<file path="src/rtl/mni_packetizer_vc.sv">
// MNI packetizer with per-VC credit flow control: one request plus its write
// beats become head/body/tail flits tagged with the VC id.
module mni_vc_state #(
  parameter int CREDIT_DEPTH = 4,
  parameter int SN_WIDTH     = 5
) (
  input  logic                clk,
  input  logic                rst,
  input  logic                dec,
  input  logic                inc,
  input  logic                acc,
  output logic [3:0]          credit,
  output logic [SN_WIDTH-1:0] sn,
  output logic                ovf
);
  localparam logic [3:0] CDEPTH = 4'(CREDIT_DEPTH);

  // A return pulse on a full counter is dropped, not wrapped.
  assign ovf = inc & ~dec & (credit == CDEPTH);

  always_ff @(posedge clk) begin
    if (!rst) begin
      credit <= CDEPTH;
      sn     <= '0;
    end else begin
      if (dec && !inc)                           credit <= credit - 4'd1;
      else if (inc && !dec && credit != CDEPTH)  credit <= credit + 4'd1;
      if (acc) sn <= sn + 1'b1;
    end
  end
endmodule

module mni_packetizer_vc #(
  parameter int PAYLOAD_WIDTH = 32,
  parameter int XY_WIDTH      = 4,
  parameter int NUM_VC        = 2,
  parameter int VC_W          = 1,
  parameter int CREDIT_DEPTH  = 4,
  parameter int SN_WIDTH      = 5
) (
  input  logic                            clk,
  input  logic                            rst,
  input  logic [XY_WIDTH-1:0]             myx,
  input  logic [XY_WIDTH-1:0]             myy,
  input  logic                            req_valid,
  output logic                            req_ready,
  input  logic                            req_rw,
  input  logic [3:0]                      req_len,
  input  logic [2*XY_WIDTH-1:0]           req_dest,
  input  logic [VC_W-1:0]                 req_vc,
  input  logic [PAYLOAD_WIDTH-1:0]        wdata,
  input  logic                            wdata_valid,
  output logic                            wdata_ready,
  output logic [2+VC_W+PAYLOAD_WIDTH-1:0] flit_out,
  output logic                            flit_valid,
  input  logic [NUM_VC-1:0]               credit_in,
  output logic                            busy,
  output logic                            credit_err
);
  localparam int HEAD_W = 4*XY_WIDTH + SN_WIDTH + 5;
  localparam int NVC2   = 1 << VC_W;

  localparam logic [1:0] T_HEAD = 2'b10, T_BODY = 2'b00, T_TAIL = 2'b01, T_HT = 2'b11;

  typedef enum logic {IDLE, DATA} state_t;
  state_t state, state_nxt;

  logic [VC_W-1:0]                 vc_q, cur_vc;
  logic [3:0]                      beat_cnt;
  logic [NVC2-1:0][3:0]            credit;
  logic [NVC2-1:0][SN_WIDTH-1:0]   sn;
  logic [NUM_VC-1:0]               dec, ovf;
  logic                            cred_ok, emit;
  logic [1:0]                      ftype;
  logic [PAYLOAD_WIDTH-1:0]        head_pl, payload;

  // VC ids beyond NUM_VC read as zero credits, so requests to them stall.
  genvar v;
  generate
    for (v = 0; v < NVC2; v++) begin : g_vc
      if (v < NUM_VC) begin : g_live
        assign dec[v] = emit & (cur_vc == VC_W'(v));
        mni_vc_state #(.CREDIT_DEPTH(CREDIT_DEPTH), .SN_WIDTH(SN_WIDTH)) u_vc (
          .clk(clk), .rst(rst), .dec(dec[v]), .inc(credit_in[v]),
          .acc(req_ready & (req_vc == VC_W'(v))),
          .credit(credit[v]), .sn(sn[v]), .ovf(ovf[v])
        );
      end else begin : g_dead
        assign credit[v] = '0;
        assign sn[v]     = '0;
      end
    end
  endgenerate

  assign cur_vc  = (state == IDLE) ? req_vc : vc_q;
  assign cred_ok = credit[cur_vc] != 4'd0;
  assign busy    = (state == DATA) | flit_valid;

  always_comb begin
    head_pl                = '0;
    head_pl[HEAD_W-1:0]    = {req_dest, myx, myy, sn[req_vc], req_rw, req_len};
  end

  always_comb begin
    state_nxt   = state;
    req_ready   = 1'b0;
    wdata_ready = 1'b0;
    emit        = 1'b0;
    ftype       = T_BODY;
    payload     = head_pl;
    case (state)
      IDLE: begin
        req_ready = req_valid & cred_ok;
        emit      = req_ready;
        ftype     = req_rw ? T_HEAD : T_HT;
        if (req_ready && req_rw) state_nxt = DATA;
      end
      DATA: begin
        wdata_ready = cred_ok;
        emit        = wdata_ready & wdata_valid;
        ftype       = (beat_cnt == 4'd0) ? T_TAIL : T_BODY;
        payload     = wdata;
        if (emit && beat_cnt == 4'd0) state_nxt = IDLE;
      end
      default: state_nxt = IDLE;
    endcase
  end

  always_ff @(posedge clk) begin
    if (!rst) state <= IDLE;
    else      state <= state_nxt;
  end

  always_ff @(posedge clk) begin
    if (!rst) begin
      vc_q       <= '0;
      beat_cnt   <= '0;
      flit_out   <= '0;
      flit_valid <= 1'b0;
      credit_err <= 1'b0;
    end else begin
      flit_valid <= emit;
      if (emit) flit_out <= {ftype, cur_vc, payload};
      if (req_ready) begin
        vc_q     <= req_vc;
        beat_cnt <= req_len;
      end else if (state == DATA && emit && beat_cnt != 4'd0) begin
        beat_cnt <= beat_cnt - 4'd1;
      end
      if (|ovf) credit_err <= 1'b1;
    end
  end
endmodule

</file>
<file path="config.mk">
export PLATFORM = sky130hd
export DESIGN_NAME = mni_packetizer_vc
export DESIGN_NICKNAME = d
export VERILOG_FILES = /design/src/rtl/mni_packetizer_vc.sv
export SDC_FILE = /design/constraint.sdc
export NUM_CORES = 1
export LEC_CHECK = 0
export ABC_AREA = 1
export CORE_AREA = 3 3 90 101
export CTS_CLUSTER_SIZE = 28
export DETAILED_ROUTE_END_ITERATION = 8
export DIE_AREA = 0 0 93 104
export PLACE_DENSITY_LB_ADDON = 0.2
export SETUP_SLACK_MARGIN = 0.02
export SYNTH_ARGS = -nofsm -noshare
export SYNTH_HDL_FRONTEND = slang
export SYNTH_HIERARCHICAL = 1
export SYNTH_SLANG_ARGS = --single-unit
export TNS_END_PERCENT = 30
</file>
<file path="constraint.sdc">
create_clock -name clk -period 2.95 [get_ports clk]
set_input_delay 0.59 -clock clk [delete_from_list [all_inputs] [get_ports clk]]
set_output_delay 0.59 -clock clk [all_outputs]
set_load 0.02 [all_outputs]
</file>
==> summary.txt, run 1 <==
outcome = completed
CTS tree = yes
CTS buffer count = 9
hold slack = 443 ps
worst r2r dst = g_vc[0].g_live.u_vc/credit[2]
sequential share of the synthesized area = 38.0%
Syn Nets = 536
die width = 93 um
unrepaired setup endpoints after global routing = no
FF-to-FF setup slack = 520 ps
register bit total from synthesis = 61
met1 GRT Util = 22.6%
hold_sp = flit_out[24]
Post CTS Setup Buffer Count = 0
antenna cells = 0
Critical path buffers and inverters = 6
crit path capture type = register
cells along the critical path = clkdlybuf4s50_1, inv_4, nand2_1, nand2_2, nand2_4, nand4_2, buf_4, a21oi_1, buf_4, nand3_1, nand2_1, inv_1, ha_1, inv_1, nand3_1, nand3_1, o211ai_1
most frequent CP cell = nand3_1
DRT Pass-1 Iters = 4
Final min period = 2600 ps
GRT met2 Usage = 31.8%
fillers = 816
Row Count = 35
Async S/R FF share, synth = 0%
fin. max-slew vios = 0
Pleak = 2.11 nW
final setup TNS = 0 ps
grt met3 use = 4.99%
share of cells above drive strength 1 = 9.56%
largest cells by area after synthesis = dfxtp_1 (38%), nand2_1 (18%), nand3_1 (7.5%), inv_1 (6.2%), a21oi_1 (3.6%)
antenna violations before repair = 0
number of enable flip-flop cells after synthesis = 0
most common cell after layout, fill and taps aside = nand2_1
# IOs = 100
FF-to-FF path depth = 14
Clock Skews = 7.40 ps
Netlist Area Pre-Place = 3220 um2
Placer Congestion = 0.887
CP Data Arrival Time = 2800 ps
DRC = 0
CTS clock-pin slew for the worst setup and hold paths = 60 ps
first-pass GRT wire length = 14700 um
CP peak stage delay = 570 ps
I/O Buffers = 99
post-DP HPWL = 6350 um
clock sink total = 61
Clock Tree Root = clkbuf_8
Main synth FF type = dfxtp_1
Max Fclk = 385 MHz
vias in the first global route = 3191
max_slew headroom = 65.6%
pwr/cell area = 644 nW/um2
Mapped Cells = 471
hold buffers post-CTS = 0
Detailed Route Iter0 Violations = 95
Area growth syn-to-layout = 40.4%
Die Height = 104 um
Startpoint Class = input port
final setup fails = 0
Initial Util = 39.1%
Max Root-Sink Buffers = 2
Min-Delay Endpoint = flit_out[24]
CTS resizes = 0
worst endpoint required time = 3150 ps
RR Startpoint = state
commonest non-fill, non-tap cells in the layout = nand2_1 (154), clkdlybuf4s50_1 (97), dfxtp_1 (61)
WL/cell = 12.2 um
warnings from Yosys = 6
Tcrit/Tclk final = 88.1%
top cell type by total area after synthesis = dfxtp_1
post-synth cell types = 35
via count = 3267
Remaining Overflow, GRT = 0
Via density = 4.69
die area = 9670 um2
Synth top area share = 38.0%
Hold WC Path Type = register to register
Routed Antenna Nets = 0
Max IR drop VDD = 0.292 mV
CP max FO = 5
Hold Path Depth = 2
GR Util All Layers = 18.5%
htree depth = 3
final count of hold timing violations = 0
Syn Area/Cell = 6.83 um2
area of the core = 8230 um2
worst-margin pin slew = 516 ps
Worst path slowest cell = clkdlybuf4s50_1
largest net degree at the start of global routing = 31
Layout Nets = 646
WS Path Type = input port to register
Clock Latency Late Sink = 340 ps
DRT Wirelength = 8530 um
max_cap viols = 0
Crit path max-delay family = buffers and inverters
gr busiest metal = met2
## cell families (layout without fill, tap and decap cells)
logic type               count (synthesis)  in the layout  share of synthesized area (%)
AND/OR/NAND/NOR                        261            261                           36.6
buffers and inverters                   74            189                           11.1
AO/OA/AOI/OAI                           61             61                           9.80
flip-flops                              61             61                           38.0
XOR/XNOR                                 6              6                           1.63
adder cells (fa/ha/maj)                  5              5                           1.94
multiplexers                             3              3                          0.934
## power breakdown
part	leakage (nW)	total, W	internal (W)	switching [W]
clock network	0.0921	0.000661	0.000346	0.000315
logic	1.51	0.00118	0.000502	0.000679
registers	0.500	0.00106	0.000965	0.0000999
total	2.11	0.00291	0.00181	0.00109
## final cells by class
cell class,instances,area (um2),area share (%)
multi-input combinational,336,1640,36.3
clock inverter,4,22.5,0.499
tap,111,139,3.08
sequential,61,1220,27.0
clock buffer,12,155,3.44
timing repair buffer,116,1120,24.9
inverter,57,216,4.79
## worst reg2reg max path, cell delays in order, from the launching register on
cell and delay, ps:
dfxtp_1 380, inv_2 170, buf_4 320, nand4_2 200, buf_4 210, a21oi_1 150, buf_4 150, nand3_1 90
nand2_1 100, inv_1 50, ha_1 160, inv_1 70, nand3_1 70, nand3_1 80, o211ai_1 90
## flip-flops by register name, summed over array words and instances, names as in the netlist
register	count
flit_out	35
g_vc.g_live.u_vc/sn	10
g_vc.g_live.u_vc/credit	8
beat_cnt	4
credit_err	1
flit_valid	1
state	1
vc_q	1
## synth_stat cells, types with 4 or more instances
master / n
o21ai_0: 23
o21ai_1: 11
nor3_1: 7
buf_6: 5
ha_1: 5
nor2_1: 27
nand2_1: 154
nand2_2: 9
inv_1: 53
clkbuf_1: 6
nand3_1: 48
dfxtp_1: 61
a21oi_1: 23
xor2_1: 4
## worst max path at each step
stage | from | end | slack (ps) | cells after the start
after floorplan | req_vc | g_vc[1].g_live.u_vc/credit[2] | 330 | 21
after global placement | req_vc | req_ready | 60 | 8
after detailed placement | req_vc | g_vc[0].g_live.u_vc/credit[2] | 8 | 19
after CTS | req_vc | req_ready | 30 | 8
after global routing | req_vc | g_vc[0].g_live.u_vc/credit[2] | 90 | 19
final | req_vc | g_vc[0].g_live.u_vc/credit[2] | 350 | 17
## per-stage QoR
step / cell area [um2] / utilization (%) / cells / total power (W) / setup WS (ps)
after CTS: 4510 / 54.8 / 697 / 0.00294 / 34.9
after global routing: 4520 / 54.8 / 697 / 0.00314 / 91.7
after detailed placement: 4330 / 52.6 / 681 / 0.00227 / 7.82
after global placement: 4330 / 52.6 / 681 / 0.00225 / 60.4
after floorplan: 3220 / - / 471 / 0.00187 / 332
final: 4520 / 54.8 / 697 / 0.00291 / 352
## layer usage
layer	vias up	routed length, um
met2	102	4000
met1	1448	3740
met5	-	0
met4	0	87
li1	1709	-
met3	8	692
(Power assumes the default switching activity.)
==> run 2: changes to the inputs <==
CTS_CLUSTER_DIAMETER = 120   (was unset)
==> results of run 2 <==
Final layout, timing and power as in run 1 (identical DEF).
